<file path="config.mk">
export PLATFORM = sky130hd
export DESIGN_NAME = seq_divider_flat
export DESIGN_NICKNAME = d
export VERILOG_FILES = /design/src/rtl/div_pkg.sv /design/src/rtl/seq_divider_if.sv /design/src/rtl/seq_divider_subtractor.sv /design/src/rtl/seq_divider.sv /design/src/flat_wrapper.sv
export SDC_FILE = /design/constraint.sdc
export NUM_CORES = 1
export LEC_CHECK = 0
export ABC_AREA = 1
export CAP_MARGIN = 10
export CORE_UTILIZATION = 40
export DETAILED_ROUTE_END_ITERATION = 10
export GPL_ROUTABILITY_DRIVEN = 0
export GPL_TIMING_DRIVEN = 0
export PLACE_DENSITY = 0.68
export SYNTH_ARGS = -nofsm -noshare
export SYNTH_HDL_FRONTEND = slang
export SYNTH_SLANG_ARGS = --single-unit
</file>
<file path="constraint.sdc">
create_clock -name clk -period 6.5 [get_ports clk]
set_clock_uncertainty 0.15 [all_clocks]
set_input_delay 0.65 -clock clk [delete_from_list [all_inputs] [get_ports clk]]
set_output_delay 0.65 -clock clk [all_outputs]
set_load 0.005 [all_outputs]
</file>
<file path="src/rtl/div_pkg.sv">
// Shared constants and state encoding for the sequential divider.
package div_pkg;

  localparam int DIV_WIDTH = 64;
  localparam int CNT_W     = 7;

  typedef enum logic [1:0] {
    IDLE = 2'd0,
    BUSY = 2'd1,
    DONE = 2'd2
  } state_t;

endpackage

</file>
<file path="src/rtl/seq_divider_if.sv">
// Request/response bundle between a divider client (master) and the divider (slave).
interface seq_divider_if
  import div_pkg::*;
#(
  parameter int WIDTH = DIV_WIDTH
) ();

  logic             in_valid;
  logic             in_ready;
  logic [WIDTH-1:0] dividend;
  logic [WIDTH-1:0] divisor;
  logic             out_valid;
  logic             out_ready;
  logic [WIDTH-1:0] quotient;
  logic [WIDTH-1:0] remainder;
  logic             div_by_zero;

  modport master (
    output in_valid, dividend, divisor, out_ready,
    input  in_ready, out_valid, quotient, remainder, div_by_zero
  );

  modport slave (
    input  in_valid, dividend, divisor, out_ready,
    output in_ready, out_valid, quotient, remainder, div_by_zero
  );

endinterface

</file>
<file path="src/rtl/seq_divider_subtractor.sv">
// The ALU subtractor reused by the divider: a - b with a signed-overflow flag.
module seq_divider_subtractor #(
  parameter int WIDTH = 64
) (
  input  logic [WIDTH-1:0] i_a,
  input  logic [WIDTH-1:0] i_b,
  output logic [WIDTH-1:0] o_diff,
  output logic             o_ovf
);

  assign o_diff = i_a - i_b;
  assign o_ovf  = (i_a[WIDTH-1] != i_b[WIDTH-1]) && (o_diff[WIDTH-1] != i_a[WIDTH-1]);

endmodule

</file>
<file path="src/rtl/seq_divider.sv">
// Sequential restoring divider, one quotient bit per cycle, valid/ready on both sides.
// A zero divisor skips the iteration and reports all-ones quotient with the dividend as remainder.
module seq_divider
  import div_pkg::*;
#(
  parameter int WIDTH = DIV_WIDTH
) (
  input logic          clk,
  input logic          rst,
  seq_divider_if.slave bus
);

  localparam logic [CNT_W-1:0] CNT_LOAD = CNT_W'(WIDTH);
  localparam logic [CNT_W-1:0] CNT_ONE  = {{(CNT_W-1){1'b0}}, 1'b1};

  state_t           r_state;
  state_t           w_state_nxt;
  logic [CNT_W-1:0] r_cnt;
  logic [WIDTH-1:0] r_dvd;
  logic [WIDTH-1:0] r_dvs;
  logic [WIDTH-1:0] r_rem;
  logic [WIDTH-1:0] r_quo;
  logic             r_dbz;
  logic             r_in_ready;
  logic             r_out_valid;
  logic             w_accept;
  logic             w_dvs_zero;
  logic             w_last_step;
  logic             w_qbit;
  logic [WIDTH-1:0] w_trial;
  logic [WIDTH-1:0] w_diff;
  logic [WIDTH:0]   w_borrow_chk;
  logic             w_ovf_unused;

  assign w_accept    = bus.in_valid & r_in_ready;
  assign w_dvs_zero  = (bus.divisor == {WIDTH{1'b0}});
  assign w_last_step = (r_cnt == CNT_ONE);
  assign w_trial     = {r_rem[WIDTH-2:0], r_dvd[WIDTH-1]};

  // Unsigned trial >= divisor via a 65-bit borrow; a set R MSB means the trial already exceeds 2^64.
  assign w_borrow_chk = {1'b0, w_trial} - {1'b0, r_dvs};
  assign w_qbit       = r_rem[WIDTH-1] | ~w_borrow_chk[WIDTH];

  seq_divider_subtractor #(.WIDTH(WIDTH)) u_subtractor (
    .i_a   (w_trial),
    .i_b   (r_dvs),
    .o_diff(w_diff),
    .o_ovf (w_ovf_unused)
  );

  // Next-state decode for the IDLE/BUSY/DONE controller.
  always_comb begin
    w_state_nxt = r_state;
    case (r_state)
      IDLE: begin
        if (w_accept) begin
          w_state_nxt = w_dvs_zero ? DONE : BUSY;
        end else begin
          w_state_nxt = IDLE;
        end
      end
      BUSY: begin
        if (w_last_step) begin
          w_state_nxt = DONE;
        end else begin
          w_state_nxt = BUSY;
        end
      end
      DONE: begin
        if (bus.out_ready) begin
          w_state_nxt = IDLE;
        end else begin
          w_state_nxt = DONE;
        end
      end
      default: w_state_nxt = IDLE;
    endcase
  end

  // State register with handshake flags registered from the next state.
  always_ff @(posedge clk) begin
    if (rst) begin
      r_state     <= IDLE;
      r_in_ready  <= 1'b1;
      r_out_valid <= 1'b0;
    end else begin
      r_state     <= w_state_nxt;
      r_in_ready  <= (w_state_nxt == IDLE);
      r_out_valid <= (w_state_nxt == DONE);
    end
  end

  // Operand capture on accept, then one restoring step per BUSY cycle.
  always_ff @(posedge clk) begin
    if (rst) begin
      r_cnt <= {CNT_W{1'b0}};
      r_dvd <= {WIDTH{1'b0}};
      r_dvs <= {WIDTH{1'b0}};
      r_rem <= {WIDTH{1'b0}};
      r_quo <= {WIDTH{1'b0}};
      r_dbz <= 1'b0;
    end else if (w_accept) begin
      r_dvd <= bus.dividend;
      r_dvs <= bus.divisor;
      r_dbz <= w_dvs_zero;
      if (w_dvs_zero) begin
        r_cnt <= {CNT_W{1'b0}};
        r_rem <= bus.dividend;
        r_quo <= {WIDTH{1'b1}};
      end else begin
        r_cnt <= CNT_LOAD;
        r_rem <= {WIDTH{1'b0}};
        r_quo <= {WIDTH{1'b0}};
      end
    end else if (r_state == BUSY) begin
      r_cnt <= r_cnt - CNT_ONE;
      r_dvd <= {r_dvd[WIDTH-2:0], 1'b0};
      r_rem <= w_qbit ? w_diff : w_trial;
      r_quo <= {r_quo[WIDTH-2:0], w_qbit};
    end
  end

  assign bus.in_ready    = r_in_ready;
  assign bus.out_valid   = r_out_valid;
  assign bus.quotient    = r_quo;
  assign bus.remainder   = r_rem;
  assign bus.div_by_zero = r_dbz;

endmodule

</file>
<file path="src/flat_wrapper.sv">
// flat-port wrapper written by rule: the top's interface ports become plain ports
module seq_divider_flat import div_pkg::*;
#(
  parameter int WIDTH = DIV_WIDTH
)
  (clk, rst, bus_in_valid, bus_dividend, bus_divisor, bus_out_ready, bus_in_ready, bus_out_valid, bus_quotient, bus_remainder, bus_div_by_zero);
  seq_divider_if #(.WIDTH(WIDTH)) bus_i ();
  input logic clk;
  input logic rst;
  input wire logic [$bits(bus_i.in_valid)-1:0] bus_in_valid;
  input wire logic [$bits(bus_i.dividend)-1:0] bus_dividend;
  input wire logic [$bits(bus_i.divisor)-1:0] bus_divisor;
  input wire logic [$bits(bus_i.out_ready)-1:0] bus_out_ready;
  output wire logic [$bits(bus_i.in_ready)-1:0] bus_in_ready;
  output wire logic [$bits(bus_i.out_valid)-1:0] bus_out_valid;
  output wire logic [$bits(bus_i.quotient)-1:0] bus_quotient;
  output wire logic [$bits(bus_i.remainder)-1:0] bus_remainder;
  output wire logic [$bits(bus_i.div_by_zero)-1:0] bus_div_by_zero;
  assign bus_i.in_valid = bus_in_valid;
  assign bus_i.dividend = bus_dividend;
  assign bus_i.divisor = bus_divisor;
  assign bus_i.out_ready = bus_out_ready;
  assign bus_in_ready = bus_i.in_ready;
  assign bus_out_valid = bus_i.out_valid;
  assign bus_quotient = bus_i.quotient;
  assign bus_remainder = bus_i.remainder;
  assign bus_div_by_zero = bus_i.div_by_zero;
  seq_divider #(.WIDTH(WIDTH)) u_core (.clk(clk), .rst(rst), .bus(bus_i));
endmodule
</file>
==> results by group, run 1 <==
Status
  • Status: finished with violations
  • Failing checks: DRC

Synthesis
  • Post-Syn Instances: 2902
  • Largest family of logic cells by synthesized area: simple AND/OR/NAND/NOR gates
  • Post-Syn Area: 17390 sq um
  • Syn avg cell area: 5.993 sq um
  • Post-synthesis sequential area ratio: 30.85%
  • Synth Register Bits: 268
  • Number of synthesis warnings: 0
  • Netlist cell types: 42
  • Syn nets: 3101
  • Synth top area share: 30.85%
  • Leading area contributor after synthesis: dfxtp_1
  • Synth top area cells: dfxtp_1, nand2_1, inv_1
  • Synth Area in XOR/XNOR: 1.662%
  • Post-synthesis mux area share: 0%
  • Synthesized-area fraction occupied by adder cells: 4.863%
  • Area share of and/or/nand/nor cells after synthesis: 33.39%
  • Synth Area in Compound Gates: 15.58%

Power and ir drop
  • Pint: 4.151 mW
  • Pwr Density: 362.7 nW/um^2
  • Worst-case vdd ir drop: 0.2524 mV
  • Switching Share: 47.26%
  • Leak: 10.55 nW
  • Power share of the clock group: 21.2%
  • Comb power frac: 52.8%
  • Flop pwr share: 26.0%
  • Net Switching: 3.719 mW

Drt
  • Routed Wire Length: 68370 microns
  • ANT nets after route: 0
  • Avg WL per Cell: 17.96 microns
  • Detailed Routing Iterations Pass 1: 9
  • Via count: 20120
  • Initial DRC count: 2065
  • Drc violations: 2
  • Vias per cell: 5.287

Timing
  • Slew @ Worst Pin: 1.253 ns
  • Final critical-path share of the clock period: 52.28%
  • Final setup violation count: 0
  • Max-slew headroom: 16.46%
  • Post-route minimum period: 3.398 ns
  • Post-route setup slack: 3.102 ns
  • Max Fclk: 294.3 MHz
  • Count of pins over their slew limit: 0
  • Final hold vios: 0
  • RSZ-0062 raised after global routing: no
  • Min Hold Slack: 0.3081 ns
  • Final TNS setup: 0 ns

Final layout
  • Non-Filler Instances: 3806
  • Leading cell type in the layout, fill and taps excluded: nand2_1
  • Nets@finish: 3395
  • Ratio of cells with drive above 1 in the final layout: 2.950%
  • Area grow syn2layout: 24.74%
  • Most frequent cells in the layout: nand2_1, inv_1, dfxtp_1

Floorplanning
  • Initial Util: 40.47%
  • Site row count: 76
  • Chip height: 210.5 microns
  • Die X-Extent: 210.5 microns
  • Core ar.: 42980 sq um
  • Num ports: 263
  • Total die area: 44320 sq um

CTS
  • CTS Hold Bufs: 0
  • Clock slew seen by the registers of the worst setup and hold paths: 0.06 ns
  • Num Clock Sinks: 268
  • Postcts setup bufs: 0
  • CTS tree: yes
  • Clock Latency Late Sink: 0.59 ns
  • CTS H-tree depth: 1
  • Cts bufs inserted: 31
  • CTS root buffer: clkbuf_16
  • Post-cts sizing count: 0
  • Clock Tree Buf Depth: 3

Global routing
  • Global route overflow: 0
  • Global-route wire length before repair: 103600 microns
  • Initial antenna violation count: 3
  • Vias in the first global route: 18970
  • Largest net degree at the start of global routing: 16
  • All-layer global routing usage: 30.13%

Placed design
  • PortBufs: 261
  • Placed cells: 3748
  • Setup slack at placement: 2.675 ns
  • Hpwl dp: 55120 microns

Worst setup path
  • Worst Path Required: 6.81 ns
  • WP data arrival: 3.71 ns
  • Worst setup path startpoint: u_core.r_dvd[63]
  • R2R Setup Slk: 3.10 ns
  • CP Max Fanout: 10
  • R2R Path End: u_core.bus.remainder[49]
  • Critical path launch point type: flop
  • Worst Setup Path Type: reg -> reg
  • CP Capture Point: u_core.bus.remainder[49]
  • RR Startpoint: u_core.r_dvd[63]
  • CP endpoint kind: flop
  • Worst R2R Path Depth: 18

Job
  • Max-cap violations: 0

Min path
  • Tightest Hold Check Type: reg -> reg
## sequential cells by signal, summed over array words and instances (netlist names)
signal                  flops
u_core.r_dvs               64
u_core.bus.quotient        64
u_core.r_state              2
u_core.bus.div_by_zero      1
u_core.bus.remainder       64
u_core.r_cnt                7
u_core.bus.in_ready         1
u_core.r_dvd               64
u_core.bus.out_valid        1
## critical path: stages (launching register included)
cell     delay [ns]
dfxtp_1        0.37
inv_1          0.06
ha_1           0.21
fa_1           0.37
inv_1          0.13
nand2_1        0.09
nand2_1        0.07
nand3_1        0.07
nand2_1        0.21
nand2_1        0.09
nand2_1        0.13
nand2_1        0.08
nand2_2        0.15
nand2_2        0.10
nand3_4        0.14
buf_2          0.34
nand3_1        0.27
nand2_1        0.14
a21oi_1        0.07
## logic make-up (layout without fill, tap and decap cells)
logic type / Yosys count / after routing
AOI/OAI and AO/OA: 508 / 508
xor gates and xnor gates: 33 / 33
adders and majority gates: 67 / 67
buffers and inverters: 617 / 935
DFF: 268 / 268
other: 0 / 1
and+or+nand+nor: 1409 / 1409
## through the flow
stage	utilization, %	power, mW	cell area, sq um
final	50.48	7.870	21700
after global routing	50.47	8.368	21690
after CTS	50.47	7.760	21690
after detailed placement	48.25	6.080	20740
after global placement	48.25	6.040	20740
after floorplan	-	4.669	17390
## power by group through the flow
| stage | Sequential, mW | Combinational, mW | Clock (mW) |
|---|---|---|---|
| global route | 2.05 | 4.56 | 1.75 |
| detailed placement | 2.07 | 4.01 | 0 |
| finish | 2.04 | 4.16 | 1.67 |
| global placement | 2.06 | 3.98 | 0 |
| floorplan | 1.97 | 2.69 | 0 |
| CTS | 2.03 | 4.04 | 1.69 |
## per-layer routing
metal | vias to the layer above | part of all wire [%] | global-route usage [%]
met5 | - | 0.038 | 0
met4 | 4 | 5.7 | 15.44
met3 | 199 | 11 | 6.243
met2 | 1001 | 44 | 48.59
met1 | 9172 | 40 | 37.88
li1 | 9745 | - | -
## cells in the mapped netlist (all sizes together)
cell type / count
nand3: 163
nor3b: 2
o21bai: 11
clkbuf: 92
buf: 29
o22ai: 2
ha: 66
and2: 1
xor2: 33
nand3b: 23
dfxtp: 268
a21o: 5
inv: 495
or3: 1
nor4: 29
a21boi: 1
nor2: 238
fa: 1
nor3: 16
nand4: 16
nand2: 915
a21oi: 198
or2: 4
o21ai: 200
and3: 1
a31oi: 90
clkinv: 1
o211ai: 1
## worst min path at each step
stage	start	endpoint	slack, ns	cells after the start
2_1_floorplan	u_core.r_dvs[10]	u_core.r_dvs[10]	0.28	2
3_3_place_gp	u_core.r_dvs[2]	u_core.r_dvs[2]	0.30	2
3_5_place_dp	u_core.r_dvs[33]	u_core.r_dvs[33]	0.30	2
4_1_cts	u_core.r_dvs[33]	u_core.r_dvs[33]	0.31	2
5_1_grt	u_core.bus.div_by_zero	u_core.bus.div_by_zero	0.33	2
6_report	u_core.r_dvs[57]	u_core.r_dvs[57]	0.31	2
## cell type report
cell class | instances | area [sq um]
antenna | 1 | 2.502
buffer | 121 | 513.0
clock buffer | 48 | 899.6
clock inverter | 9 | 56.30
fill | 4505 | 21290
inverter | 496 | 1862
multi-input combinational | 2017 | 9653
sequential | 268 | 5365
tap | 585 | 732.0
timing repair buffer | 261 | 2613
Power figures use the tool's default switching activity.
==> inputs of run 2 (changes only) <==
PLACE_DENSITY = 0.7   (was 0.68)
clock period = 2.9 ns   (was 6.5 ns; I/O delays follow)
==> run 2 against run 1 <==
Against the previous run: the flow now finishes without violations; hold slack lost 0.12 ns; core utilization is 1.7 points higher; highest routed layer unchanged; cell count rose by 0.34%; maximum frequency rose by 19%; via count decreased by 1.5%; setup slack got worse by 3.0 ns; sequential share of layout area shrank 0.50 points; power increased by 140%; first-iteration DRC count is 10% lower.
==> results by group, run 2 (synthesis gave the netlist of run 1 again) <==
Power and ir drop
  • Leak: 10.74 nW (+1.7%)
  • Worst-case vdd ir drop: 0.5975 mV (+140%)
  • Pwr Density: 839.5 nW/um^2 (+130%)

CTS
  • Clock slew seen by the registers of the worst setup and hold paths: 0.06 ns (about the same)
  • CTS Hold Bufs: 0 (unchanged)
  • Clock Tree Buf Depth: 3 (unchanged)
  • CTS tree: yes
  • CTS root buffer: clkbuf_16
  • Cts bufs inserted: 30 (-3.2%)
  • Clock Latency Late Sink: 0.59 ns (about the same)
  • CTS H-tree depth: 1 (unchanged)
  • Num Clock Sinks: 268 (unchanged)

Worst setup path
  • CP endpoint kind: flop
  • Critical path launch point type: flop
  • Worst Setup Path Type: reg -> reg
  • Worst Path Required: 3.23 ns (-3.58 ns)
  • WP data arrival: 3.18 ns (-0.53 ns)
  • CP Max Fanout: 5 (-5)

Final layout
  • Non-Filler Instances: 3819 (+0.34%)
  • Leading cell type in the layout, fill and taps excluded: nand2_1
  • Ratio of cells with drive above 1 in the final layout: 6.772% (+3.8 points)
  • Most frequent cells in the layout: nand2_1, inv_1, clkdlybuf4s50_1
  • N_diodes: 0 (-1)
  • Area grow syn2layout: 28.88%
  • Nets@finish: 3413 (+0.53%)

Timing
  • Max Fclk: 351.4 MHz (+19%)
  • Count of pins over their slew limit: 0 (unchanged)
  • Min Hold Slack: 0.1918 ns (-0.1163 ns)
  • Final critical-path share of the clock period: 98.12% (+46 points)
  • Final setup violation count: 0 (unchanged)
  • Slew @ Worst Pin: 1.173 ns (-0.08052 ns)
  • Final hold vios: 0 (unchanged)
  • Post-route minimum period: 2.846 ns (-0.5526 ns)
  • Post-route setup slack: 0.05443 ns (-3.047 ns)
  • Max-slew headroom: 21.83% (+5.4 points)

Drt
  • Via count: 19830 (-1.5%)
  • Avg WL per Cell: 17.90 microns (-0.34%)
  • ANT nets after route: 0 (unchanged)
  • Routed Wire Length: 68370 microns (about the same)
  • Vias per cell: 5.192 (-1.8%)
  • Drc violations: 0 (-2)
  • Detailed Routing Iterations Pass 1: 6 (-3)
  • Initial DRC count: 1853 (-10%)

Global routing
  • Global route overflow: 0 (unchanged)
  • All-layer global routing usage: 29.66% (-0.47 points)
  • Largest net degree at the start of global routing: 15 (-1)
  • Vias in the first global route: 18190 (-4.1%)
  • Initial antenna violation count: 4 (+1)
  • Global-route wire length before repair: 101600 microns (-1.9%)

Floorplanning
  • Num ports: 263 (unchanged)
  • Initial Util: 40.47% (unchanged)
  • Chip height: 210.5 microns (unchanged)
  • Total die area: 44320 sq um (unchanged)
  • Core ar.: 42980 sq um (unchanged)
  • Die X-Extent: 210.5 microns (unchanged)
  • Site row count: 76 (unchanged)

Placed design
  • Placed cells: 3748 (unchanged)
  • Setup slack at placement: -0.5375 ns (-3.212 ns)
  • PortBufs: 261 (unchanged)
  • Hpwl dp: 53710 microns (-2.6%)

Min path
  • Tightest Hold Check Type: in -> reg

Job
  • Max-cap violations: 0 (unchanged)

Status
  • Status: finished, final reports clean
==> run 2: cell types whose count changed in the layout (fill, tap and decap cells not counted), moves of 8 or more <==
cell      previous run  this run
dfxtp_4              0         8
nor2_1             228       219
ha_1                66        34
ha_2                 0        24
clkbuf_1           103        92
ha_4                 0         8
dfxtp_2              0        29
dfxtp_1            268       231
nand2_1            911       902
==> run 2: worst max-delay path: stages (launching register included) <==
cell and delay [ns]:
dfxtp_2 0.37, inv_1 0.06, ha_2 0.19, fa_2 0.33, inv_2 0.09, nand2_2 0.06, nand2_2 0.07, nand3_2 0.08
nand2_4 0.10, nand2_1 0.07, nand2_2 0.09, nand2_2 0.07, nand2_4 0.09, nand2_2 0.07, nand3_4 0.12, buf_6 0.15
nor2_8 0.06, buf_4 0.17, nand2_1 0.05, nand3_1 0.12, nand2_1 0.10, inv_1 0.04
==> run 2: cell type report <==
cell class	instances	area [sq um]
Sequential cell	268	5431
Buffer	121	585.6
Multi-Input combinational cell	2018	9947
Tap cell	585	732.0
Fill cell	4373	20570
Timing Repair Buffer	279	2838
Inverter	496	1862
Clock buffer	43	890.9
Clock inverter	9	128.9
==> run 2: worst paths after layout <==
path / end / slack, ns / depth (start not counted) / start
min: u_core.r_dvd[61] / 0.19 / 3 / bus_dividend[61]
min reg2reg: u_core.r_dvs[55] / 0.31 / 2 / u_core.r_dvs[55]
max reg2reg: u_core.bus.remainder[9] / 0.05 / 21 / u_core.r_dvd[63]
max: u_core.bus.remainder[9] / 0.05 / 21 / u_core.r_dvd[63]
==> run 2: routing by layer <==
layer  part of all wire, %  vias to the layer above  GRT usage (%)
met4                   4.8                        8          13.74
met5                 0.067                        -              0
met3                    11                      185          6.749
met1                    41                     8903          37.84
li1                      -                     9775              -
met2                    44                      956          47.38
==> run 2: per-stage QoR <==
| stage | utilization (%) | TNS [ns] | power (mW) | area [sq um] |
|---|---|---|---|---|
| final | 52.15 | 0 | 18.82 | 22420 |
| after global routing | 52.15 | -0.2737 | 19.94 | 22420 |
| after CTS | 50.83 | 0 | 17.76 | 21850 |
| after detailed placement | 48.25 | -56.76 | 13.58 | 20740 |
| after global placement | 48.25 | -57.65 | 13.56 | 20740 |
| after floorplan | - | 0 | 10.46 | 17390 |
==> run 2: timing repair <==
action | 4_1_cts | 5_1_grt
buffers inserted | 4 | 10
gates resized for setup | 19 | 129
gates cloned | 0 | 5
setup endpoints to repair | 65 | 91
pin swaps | 0 | 14
==> run 2: where the power goes <==
group	switching [mW]	leakage, nW	internal [mW]
sequential	0.522	2.22	4.12
combinational	6.45	8.02	3.71
clock	1.63	0.497	2.38
